===== src/rtl/digi_hockey_pkg.sv =====
// Shared types for the air-hockey core: FSM state codes, puck vertical direction, winner codes.
package digi_hockey_pkg;

   typedef enum logic [3:0] {
      IDLE_A  = 4'd0,
      IDLE_B  = 4'd1,
      SERVE_A = 4'd2,
      SERVE_B = 4'd3,
      MOVE_R  = 4'd4,
      MOVE_L  = 4'd5,
      RESP_A  = 4'd6,
      RESP_B  = 4'd7,
      GOAL_A  = 4'd8,
      GOAL_B  = 4'd9,
      OVER    = 4'd10
   } state_t;

   typedef enum logic [1:0] {
      VD_NONE = 2'd0,
      VD_UP   = 2'd1,
      VD_DOWN = 2'd2
   } vdir_t;

   localparam logic [1:0] WIN_NONE = 2'b00;
   localparam logic [1:0] WIN_A    = 2'b01;
   localparam logic [1:0] WIN_B    = 2'b10;

   // Player shot encoding: 01 up, 10 down, 00/11 straight.
   function automatic vdir_t dir_to_vdir(input logic [1:0] dir);
      case (dir)
         2'b01:   return VD_UP;
         2'b10:   return VD_DOWN;
         default: return VD_NONE;
      endcase
   endfunction

endpackage


===== src/rtl/digi_hockey_arena_if.sv =====
// Player controls in, puck/score/status out; master drives the controls, slave is the game core.
interface digi_hockey_arena_if #(
   parameter int CW = 3,
   parameter int SW = 2
);
   logic          BTN_A;
   logic          BTN_B;
   logic [1:0]    DIR_A;
   logic [1:0]    DIR_B;
   logic [CW-1:0] Y_IN_A;
   logic [CW-1:0] Y_IN_B;
   logic [CW-1:0] X_COORD;
   logic [CW-1:0] Y_COORD;
   logic [SW-1:0] SCORE_A;
   logic [SW-1:0] SCORE_B;
   logic [3:0]    STATE;
   logic          GOAL;
   logic [1:0]    WINNER;

   modport master (
      output BTN_A, BTN_B, DIR_A, DIR_B, Y_IN_A, Y_IN_B,
      input  X_COORD, Y_COORD, SCORE_A, SCORE_B, STATE, GOAL, WINNER
   );

   modport slave (
      input  BTN_A, BTN_B, DIR_A, DIR_B, Y_IN_A, Y_IN_B,
      output X_COORD, Y_COORD, SCORE_A, SCORE_B, STATE, GOAL, WINNER
   );
endinterface


===== src/rtl/hockey_y_axis.sv =====
// Combinational one-step vertical puck update with reflection off rows 0 and Y_MAX.
module hockey_y_axis
   import digi_hockey_pkg::*;
#(
   parameter int CW    = 3,
   parameter int Y_MAX = 4
) (
   input  logic [CW-1:0] y,
   input  vdir_t         vdir,
   output logic [CW-1:0] y_nxt,
   output vdir_t         vdir_nxt
);
   localparam logic [CW-1:0] Y_TOP = CW'(Y_MAX);

   always_comb begin
      y_nxt    = y;
      vdir_nxt = vdir;
      case (vdir)
         VD_UP: begin
            if (y == Y_TOP) begin
               y_nxt    = Y_TOP - CW'(1);
               vdir_nxt = VD_DOWN;
            end else begin
               y_nxt = y + CW'(1);
            end
         end
         VD_DOWN: begin
            if (y == '0) begin
               y_nxt    = CW'(1);
               vdir_nxt = VD_UP;
            end else begin
               y_nxt = y - CW'(1);
            end
         end
         default: ;
      endcase
   end
endmodule


===== src/rtl/digi_hockey_arena.sv =====
// Two-player air-hockey game core: serve, move on ticks, return or concede, score, declare winner.
// Button presses act on the next clock edge; puck steps and response timeouts advance only on ticks.
module digi_hockey_arena
   import digi_hockey_pkg::*;
#(
   parameter int X_MAX      = 4,
   parameter int Y_MAX      = 4,
   parameter int CW         = 3,
   parameter int TICK_DIV   = 1,
   parameter int RESP_TICKS = 2,
   parameter int WIN_SCORE  = 3,
   parameter int SW         = 2
) (
   input logic                clk,
   input logic                rst,
   digi_hockey_arena_if.slave bus
);
   localparam int TW = (TICK_DIV > 1) ? $clog2(TICK_DIV) : 1;
   localparam int RW = $clog2(RESP_TICKS + 1);

   localparam logic [CW-1:0] X_END     = CW'(X_MAX);
   localparam logic [CW-1:0] Y_TOP     = CW'(Y_MAX);
   localparam logic [TW-1:0] TICK_LAST = TW'(TICK_DIV - 1);
   localparam logic [RW-1:0] RESP_LAST = RW'(RESP_TICKS - 1);
   localparam logic [SW-1:0] SCORE_WIN = SW'(WIN_SCORE);

   state_t        state, state_nxt;
   logic [CW-1:0] x, x_nxt;
   logic [CW-1:0] y, y_nxt;
   vdir_t         vdir, vdir_nxt;
   logic [RW-1:0] resp_cnt, resp_nxt;
   logic [SW-1:0] score_a, score_a_nxt;
   logic [SW-1:0] score_b, score_b_nxt;
   logic [1:0]    winner, winner_nxt;
   logic [TW-1:0] tick_cnt;
   logic          tick;

   logic [CW-1:0] y_step;
   vdir_t         vdir_step;

   assign tick = (tick_cnt == TICK_LAST);

   always_ff @(posedge clk or negedge rst) begin
      if (!rst) begin
         tick_cnt <= '0;
      end else if (tick) begin
         tick_cnt <= '0;
      end else begin
         tick_cnt <= tick_cnt + TW'(1);
      end
   end

   hockey_y_axis #(
      .CW    (CW),
      .Y_MAX (Y_MAX)
   ) u_y_axis (
      .y        (y),
      .vdir     (vdir),
      .y_nxt    (y_step),
      .vdir_nxt (vdir_step)
   );

   always_ff @(posedge clk or negedge rst) begin
      if (!rst) begin
         state    <= IDLE_A;
         x        <= '0;
         y        <= '0;
         vdir     <= VD_NONE;
         resp_cnt <= '0;
         score_a  <= '0;
         score_b  <= '0;
         winner   <= WIN_NONE;
      end else begin
         state    <= state_nxt;
         x        <= x_nxt;
         y        <= y_nxt;
         vdir     <= vdir_nxt;
         resp_cnt <= resp_nxt;
         score_a  <= score_a_nxt;
         score_b  <= score_b_nxt;
         winner   <= winner_nxt;
      end
   end

   always_comb begin
      state_nxt   = state;
      x_nxt       = x;
      y_nxt       = y;
      vdir_nxt    = vdir;
      resp_nxt    = resp_cnt;
      score_a_nxt = score_a;
      score_b_nxt = score_b;
      winner_nxt  = winner;

      case (state)
         IDLE_A: begin
            if (bus.BTN_A && (bus.Y_IN_A <= Y_TOP)) begin
               state_nxt = SERVE_A;
               x_nxt     = '0;
               y_nxt     = bus.Y_IN_A;
               vdir_nxt  = dir_to_vdir(bus.DIR_A);
            end
         end
         IDLE_B: begin
            if (bus.BTN_B && (bus.Y_IN_B <= Y_TOP)) begin
               state_nxt = SERVE_B;
               x_nxt     = X_END;
               y_nxt     = bus.Y_IN_B;
               vdir_nxt  = dir_to_vdir(bus.DIR_B);
            end
         end
         // A serve is simply the first tick of the crossing.
         SERVE_A, MOVE_R: begin
            if (tick) begin
               x_nxt     = x + CW'(1);
               y_nxt     = y_step;
               vdir_nxt  = vdir_step;
               resp_nxt  = '0;
               state_nxt = (x_nxt == X_END) ? RESP_B : MOVE_R;
            end
         end
         SERVE_B, MOVE_L: begin
            if (tick) begin
               x_nxt     = x - CW'(1);
               y_nxt     = y_step;
               vdir_nxt  = vdir_step;
               resp_nxt  = '0;
               state_nxt = (x_nxt == '0) ? RESP_A : MOVE_L;
            end
         end
         RESP_A: begin
            if (bus.BTN_A) begin
               if (bus.Y_IN_A == y) begin
                  state_nxt = MOVE_R;
                  vdir_nxt  = dir_to_vdir(bus.DIR_A);
               end else begin
                  state_nxt = GOAL_B;
               end
            end else if (tick) begin
               if (resp_cnt == RESP_LAST) state_nxt = GOAL_B;
               else                       resp_nxt  = resp_cnt + RW'(1);
            end
         end
         RESP_B: begin
            if (bus.BTN_B) begin
               if (bus.Y_IN_B == y) begin
                  state_nxt = MOVE_L;
                  vdir_nxt  = dir_to_vdir(bus.DIR_B);
               end else begin
                  state_nxt = GOAL_A;
               end
            end else if (tick) begin
               if (resp_cnt == RESP_LAST) state_nxt = GOAL_A;
               else                       resp_nxt  = resp_cnt + RW'(1);
            end
         end
         GOAL_A: begin
            score_a_nxt = score_a + SW'(1);
            if (score_a_nxt == SCORE_WIN) begin
               state_nxt  = OVER;
               winner_nxt = WIN_A;
            end else begin
               state_nxt = IDLE_B;
            end
         end
         GOAL_B: begin
            score_b_nxt = score_b + SW'(1);
            if (score_b_nxt == SCORE_WIN) begin
               state_nxt  = OVER;
               winner_nxt = WIN_B;
            end else begin
               state_nxt = IDLE_A;
            end
         end
         OVER: begin
            if (bus.BTN_A && bus.BTN_B) begin
               score_a_nxt = '0;
               score_b_nxt = '0;
               winner_nxt  = WIN_NONE;
               state_nxt   = IDLE_A;
            end
         end
         default: state_nxt = IDLE_A;
      endcase
   end

   assign bus.X_COORD = x;
   assign bus.Y_COORD = y;
   assign bus.SCORE_A = score_a;
   assign bus.SCORE_B = score_b;
   assign bus.STATE   = state;
   assign bus.GOAL    = (state == GOAL_A) || (state == GOAL_B);
   assign bus.WINNER  = winner;
endmodule

===== src/flat_wrapper.sv =====
// flat-port wrapper written by rule: the top's interface ports become plain ports
module digi_hockey_arena_flat import digi_hockey_pkg::*;
#(
   parameter int X_MAX      = 4,
   parameter int Y_MAX      = 4,
   parameter int CW         = 3,
   parameter int TICK_DIV   = 1,
   parameter int RESP_TICKS = 2,
   parameter int WIN_SCORE  = 3,
   parameter int SW         = 2
)
  (clk, rst, bus_BTN_A, bus_BTN_B, bus_DIR_A, bus_DIR_B, bus_Y_IN_A, bus_Y_IN_B, bus_X_COORD, bus_Y_COORD, bus_SCORE_A, bus_SCORE_B, bus_STATE, bus_GOAL, bus_WINNER);
  digi_hockey_arena_if #(.CW(CW), .SW(SW)) bus_i ();
  input logic clk;
  input logic rst;
  input wire logic [$bits(bus_i.BTN_A)-1:0] bus_BTN_A;
  input wire logic [$bits(bus_i.BTN_B)-1:0] bus_BTN_B;
  input wire logic [$bits(bus_i.DIR_A)-1:0] bus_DIR_A;
  input wire logic [$bits(bus_i.DIR_B)-1:0] bus_DIR_B;
  input wire logic [$bits(bus_i.Y_IN_A)-1:0] bus_Y_IN_A;
  input wire logic [$bits(bus_i.Y_IN_B)-1:0] bus_Y_IN_B;
  output wire logic [$bits(bus_i.X_COORD)-1:0] bus_X_COORD;
  output wire logic [$bits(bus_i.Y_COORD)-1:0] bus_Y_COORD;
  output wire logic [$bits(bus_i.SCORE_A)-1:0] bus_SCORE_A;
  output wire logic [$bits(bus_i.SCORE_B)-1:0] bus_SCORE_B;
  output wire logic [$bits(bus_i.STATE)-1:0] bus_STATE;
  output wire logic [$bits(bus_i.GOAL)-1:0] bus_GOAL;
  output wire logic [$bits(bus_i.WINNER)-1:0] bus_WINNER;
  assign bus_i.BTN_A = bus_BTN_A;
  assign bus_i.BTN_B = bus_BTN_B;
  assign bus_i.DIR_A = bus_DIR_A;
  assign bus_i.DIR_B = bus_DIR_B;
  assign bus_i.Y_IN_A = bus_Y_IN_A;
  assign bus_i.Y_IN_B = bus_Y_IN_B;
  assign bus_X_COORD = bus_i.X_COORD;
  assign bus_Y_COORD = bus_i.Y_COORD;
  assign bus_SCORE_A = bus_i.SCORE_A;
  assign bus_SCORE_B = bus_i.SCORE_B;
  assign bus_STATE = bus_i.STATE;
  assign bus_GOAL = bus_i.GOAL;
  assign bus_WINNER = bus_i.WINNER;
  digi_hockey_arena #(.X_MAX(X_MAX), .Y_MAX(Y_MAX), .CW(CW), .TICK_DIV(TICK_DIV), .RESP_TICKS(RESP_TICKS), .WIN_SCORE(WIN_SCORE), .SW(SW)) u_core (.clk(clk), .rst(rst), .bus(bus_i));
endmodule

===== config.mk =====
export PLATFORM = sky130hd
export DESIGN_NAME = digi_hockey_arena_flat
export DESIGN_NICKNAME = d
export VERILOG_FILES = /design/src/rtl/digi_hockey_pkg.sv /design/src/rtl/digi_hockey_arena_if.sv /design/src/rtl/hockey_y_axis.sv /design/src/rtl/digi_hockey_arena.sv /design/src/flat_wrapper.sv
export SDC_FILE = /design/constraint.sdc
export NUM_CORES = 1
export LEC_CHECK = 0
export CAP_MARGIN = 20
export CORE_ASPECT_RATIO = 2
export CORE_MARGIN = 1.5
export CORE_UTILIZATION = 49
export CTS_BUF_LIST = sky130_fd_sc_hd__clkbuf_8
export CTS_CLUSTER_DIAMETER = 50
export DETAILED_ROUTE_END_ITERATION = 12
export HOLD_SLACK_MARGIN = 0.1
export PLACE_DENSITY_LB_ADDON = 0.12
export SLEW_MARGIN = 15
export SYNTH_ARGS = -nofsm -noshare
export SYNTH_HDL_FRONTEND = slang
export SYNTH_SLANG_ARGS = --single-unit

===== constraint.sdc =====
create_clock -name clk -period 1.6 [get_ports clk]
set_clock_uncertainty 0.05 [all_clocks]
set_input_delay 0.16 -clock clk [delete_from_list [all_inputs] [get_ports clk]]
set_output_delay 0.16 -clock clk [all_outputs]
set_load 0.05 [all_outputs]

**Word level (Yosys, flattened, before mapping)**

Index checks and enable logic that the tools add are counted.
W data, S select, Z words.

- Register bits: 21
- Bits of input ports: 14
- Output and inout bits: 17
- Word-level logic and storage cells: 144

- Add/sub/neg operators: 8
- $lt $le $gt $ge: 2
- Eq/ne operators: 44
- Mux-type cells: 56
- Reduce and logical (&&, ||, !) cells: 25

Operator list:

| cell | count |
|---|---|
| $mux W4 | 15 |
| $mux W2 | 19 |
| $pmux W4 S9 | 1 |
| $mux W3 | 9 |
| $pmux W2 S2 | 5 |
| $eq A4 B3 Y1 const B | 4 |
| $ne A2 B1 Y1 const B | 7 |
| $ne A2 B2 Y1 const B | 7 |
| $eq A4 B4 Y1 const B | 3 |
| $ne A3 B3 Y1 const B | 4 |
| $pmux W2 S3 | 2 |
| $pmux W3 S4 | 1 |
| $reduce_and A11 Y1 | 1 |
| $eq A2 B2 Y1 const B | 5 |
| $pmux W2 S5 | 1 |
| $reduce_and A5 Y1 | 2 |
| $pmux W3 S3 | 1 |
| $reduce_and A9 Y1 | 1 |
| $reduce_bool A3 Y1 | 3 |
| $eq A2 B1 Y1 const B | 4 |
| $eq A4 B2 Y1 const B | 2 |
| $reduce_and A4 Y1 | 2 |
| $add A2 B1 Y2 const B | 3 |
| $add A3 B1 Y3 const B | 2 |
| 20 further kinds | 31 |

**Depth between registers and ports, before layout**

- Depth after elaboration: 5
- Gate-level depth with buffers: 7
- Mapped depth without buffers: 7

**By module**

Synthesis repeated with hierarchy kept, for this count alone.

- Cell total of the unflattened synthesis: 207
- Area, all modules: 1784.2 µm²

By module, submodules not included:

| module | instances | cells an instance | area an instance (µm²) | seq. area each (µm²) |
|---|---|---|---|---|
| digi_hockey_arena | 1 | 171 | 1488.9 | 500.5 |
| hockey_y_axis | 1 | 36 | 295.3 | 0.0 |

**Least setup slack after synthesis**

No wires, ideal clock.

- Path kind: reg-to-reg
- From: register u_core.x[0] (netlist: u_core.bus.X_COORD[0])
- To: register u_core.state[0] (netlist: u_core.bus.STATE[0])
- Library setup time: 0.125 ns
- Arrival: 1.853 ns
- Data required time: 1.425 ns
- Path slack: -0.428 ns
- Cell stages (with the launch flop): 8
- Path buffers: 0
- Clock period less this slack: 2.028 ns
- Cells stage by stage: dfrtp_1 inv_1 ha_1 xnor2_1 a21oi_1 a211o_1 a211oi_1 o21ai_1

- Cells in the longest elaborated chain, start to end: 5
- Elaborated cells between the ends (all ways): 9
- Classes of those cells: add/sub (2); eq/ne (1); mux (5); reduce/logical (1)

RTL lines:

| element | RTL line | source |
|---|---|---|
| from (decl) | digi_hockey_arena.sv:28 | `logic [CW-1:0] x, x_nxt;` |
| from (signal assigned) | digi_hockey_arena.sv:75 | `x <= x_nxt;` |
| $add A3 B1 Y3 or $sub A3 B1 Y3 (tied branches) | digi_hockey_arena.sv:115, digi_hockey_arena.sv:124 |  |
| $eq A3 B3 Y1 or $logic_not A3 Y1 (tied branches) | digi_hockey_arena.sv:119, digi_hockey_arena.sv:128 |  |
| $mux W2, on equally long branches | digi_hockey_arena.sv:119, digi_hockey_arena.sv:128 |  |
| $mux W4, on equally long branches | digi_hockey_arena.sv:114, digi_hockey_arena.sv:123 |  |
| $pmux W4 S9 * | digi_hockey_arena.sv:95 | `case (state)` |
| to (signal assigned) | digi_hockey_arena.sv:74 | `state <= state_nxt;` |
| to (decl) | digi_hockey_arena.sv:27 | `state_t state, state_nxt;` |

Mark *: on every way between the ends. The rest lies on a longest branch, timed or not. The select of a mux whose other input is x is not followed.
A chain may end at the register's enable or synchronous reset.

**Worst setup path in the final report**

- From: register u_core.y[0] (netlist: u_core.bus.Y_COORD[0])
- To: register u_core.vdir[0]

- Cells in the longest elaborated chain, start to end: 3
- Elaborated cells between the ends (all ways): 9
- Classes of those cells: eq/ne (7); reduce/logical (2)

RTL lines:

| element | RTL line | source |
|---|---|---|
| from (decl) | digi_hockey_arena.sv:29 | `logic [CW-1:0] y, y_nxt;` |
| from (signal assigned) | digi_hockey_arena.sv:76 | `y <= y_nxt;` |
| $eq A3 B3 Y1, or another cell as far along | hockey_y_axis.sv:20 | `if (y == Y_TOP) begin` |
| $ne A3 B3 Y1 (no source line) or $ne A2 B1 Y1 (tied branches) | n/a |  |
| $reduce_and A11 Y1 (no source line) * | n/a |  |
| to (signal assigned) | digi_hockey_arena.sv:77 | `vdir <= vdir_nxt;` |
| to (decl) | digi_hockey_arena.sv:30 | `vdir_t vdir, vdir_nxt;` |

Mark *: on every way between the ends. The rest lies on a longest branch, timed or not.

==> run metrics <==
status=complete, but fails checks; failing checks=setup timing; clock sink count=20; register area share after synthesis=29.0%; compound-cell area share of the yosys netlist=22.7%; I/O Pins=31; XOR/XNOR Fraction of Synth Area=6.59%; Final Max Slew Viols=0; crit path time final=1.71 ns; IR drop worst, VDD=1850 uV; syn_nets=roughly 230; Setup Viol. Count Final=9; Ant. Diodes=0; Worst Path Arrival=1.81 ns; Syn Inst Count=201; period utilisation layout=107%; CP Class=reg -> reg; I/O Buffers=30; HPWL Detailed=4090 um; Slew HR=74.2%; Routed WL per cell=between 15 and 20 um; clock buffer depth=2; Setup TNS=-0.456 ns; RSZ-0062 raised after global routing=yes; clock tree from TritonCTS=built; via count=1,869; fin nets=around 300; initial antenna violation count=0; Placer Congestion=about 0.94; critical path fanouts, max=4; Post-Syn Area=1730 um2; die footprint=3910 um2; DR iter-0 viols=60; commonest non-fill, non-tap cell in the layout=buf_4; share of cells above drive strength 1=between 40 and 50%; Synth Flop Type=dfrtp_1; Hold Path Class=in -> async; H-tree lvl count=1; fin area=2750 um2; TritonRoute pass-1 iters=4; number of max-cap violations=0; crit path capture type=flip-flop; pwr dens=roughly 2300 nW/um2; Root Driver=clkbuf_8; synth top area cells=dfrtp_1 (29%), ha_1 (7.2%), xor2_1 (4.6%), o21ai_0 (4.3%), nand2_1 (4.1%); Synth warnings=0; clock-pin slew on the worst setup and hold paths=0.08 ns; FP Rows=30; Layout area overhead=59.3%; leading area contributor after synthesis=dfrtp_1; commonest cells after routing, fill and taps aside=buf_4 (59), nand2_1 (18), dfrtp_2 (13); crit start category=flip-flop; Final Hold Viols=0; pin count of the biggest net entering global routing=22; EDFF count, synth=0; Peak Freq=586 MHz; Post-Synth Simple-Gate Area=20.9%; antenna violation net count after detailed routing=0; Placed Area=2450 um2; worst path required time=1.70 ns; Synth top area share=between 20 and 30%; Chip Height=87.0 um; post-synthesis register bit count=20; total gr overflow=0; mux share of post-synthesis cell area=5.29%; core area=3380 um2; adder-cell share of the synthesized area=7.90%; Slew @ Worst Pin=between 0.3 and 0.4 ns; post-route setup slack=-0.106 ns; CTS Hold Bufs=0; Async SR Flop Fraction=100%; first-pass GRT wire length=roughly 8500 um; Pleak=about 0.0012 uW; Initial Util=between 50% and 60%; largest family of logic cells by synthesized area=compound AO/OA/AOI/OAI gates; vias per inst=5.99; vias in the first global route=1,878; DRC errors left=0; R2R depth=5; Die Width=45.0 um; Global Route Usage Sum=29.4%; drt total wl=5540 um; total CTS buffers=3; worst skew pair latency=0.26 ns; Synth cell types=61; Avg Cell Area, Syn=8.59 um2
==> synth_stat cells (all sizes together), types with 3 or more instances <==
cell type,n
o21ai,18
dfrtp,20
mux2i,5
nand2b,5
buf,10
mux2,3
nand2,19
xnor2,4
inv,13
ha,10
nand3,7
a21oi,12
a31oi,4
nor2,15
xor2,9
a211oi,4
==> worst max-delay path, cell delays in order (launching register included) <==
cell     delay [ns]
dfrtp_2        0.45
xor2_2         0.16
nor3_2         0.25
a32oi_2        0.11
o211a_1        0.28
mux2_4         0.30
==> per-stage QoR <==
stage	util [%]	worst slack, ns	total power [uW]	std cells	hold WS (ns)
floorplan	-	-0.181	3730	201	-0.186
global placement	72.6	-0.239	5310	299	0.415
detailed placement	72.6	-0.312	5410	299	0.433
CTS	77.5	-0.0779	6080	309	0.206
global route	81.4	-0.156	6770	312	0.238
finish	81.4	-0.106	6400	312	0.194
==> report_power, final <==
| group | internal [uW] | switching [uW] | total [uW] | leakage (uW) |
|---|---|---|---|---|
| Clock | 219 | 184 | 404 | 0.0000288 |
| Sequential | 747 | 302 | 1050 | 0.000236 |
| Combinational | 2380 | 2570 | 4950 | 0.000976 |
==> cells by family (layout without fill, tap and decap cells) <==
family                   after synthesis  count (layout)
AO/OA/AOI/OAI                         59              59
XOR/XNOR                              13              13
adder cells (fa/ha/maj)               11              11
buffers and inverters                 24             103
flip-flops                            20              20
multiplexers                           8               8
AND/OR/NAND/NOR                       66              66
==> metal layers <==
layer | vias up | GRT usage [%] | wire length, um
li1 | 878 | - | -
met1 | 911 | 29.0 | 1810
met2 | 59 | 56.9 | 3390
met3 | 21 | 3.11 | 135
met4 | 0 | 12.3 | 202
met5 | - | 0 | 0
==> worst paths after layout <==
kind	slack (ns)	to	startpoint
setup / recovery	-0.11	u_core.vdir[0]	u_core.bus.Y_COORD[0]
hold / removal	0.19	u_core.bus.Y_COORD[0]	rst
setup reg to reg	-0.11	u_core.vdir[0]	u_core.bus.Y_COORD[0]
hold reg to reg	0.45	u_core.resp_cnt[1]	u_core.resp_cnt[1]
max in group asynchronous	1.05	u_core.bus.SCORE_A[0]	rst
min in group clk	0.45	u_core.resp_cnt[1]	u_core.resp_cnt[1]
==> registers in the layout (all words and copies together) (netlist names) <==
| signal | cells |
|---|---|
| u_core.bus.SCORE_A | 2 |
| u_core.bus.STATE | 4 |
| u_core.vdir | 2 |
| u_core.bus.Y_COORD | 3 |
| u_core.resp_cnt | 2 |
| u_core.bus.WINNER | 2 |
| u_core.bus.SCORE_B | 2 |
| u_core.bus.X_COORD | 3 |
==> layout make-up <==
type	count	area (um2)
multi-input cells	157	1280
repair buffers	86	796
fillers	209	628
flip-flops and latches	20	517
inverters	13	61.3
clock buffers	4	55.1
well taps	32	40.0
==> what timing repair did <==
action,in CTS,in global routing
setup buffers,6,4
pin swaps,6,13
gates resized for setup,15,29
endpoints found under the hold margin,0,0
setup endpoints to repair,13,16
(Power assumes the default switching activity.)
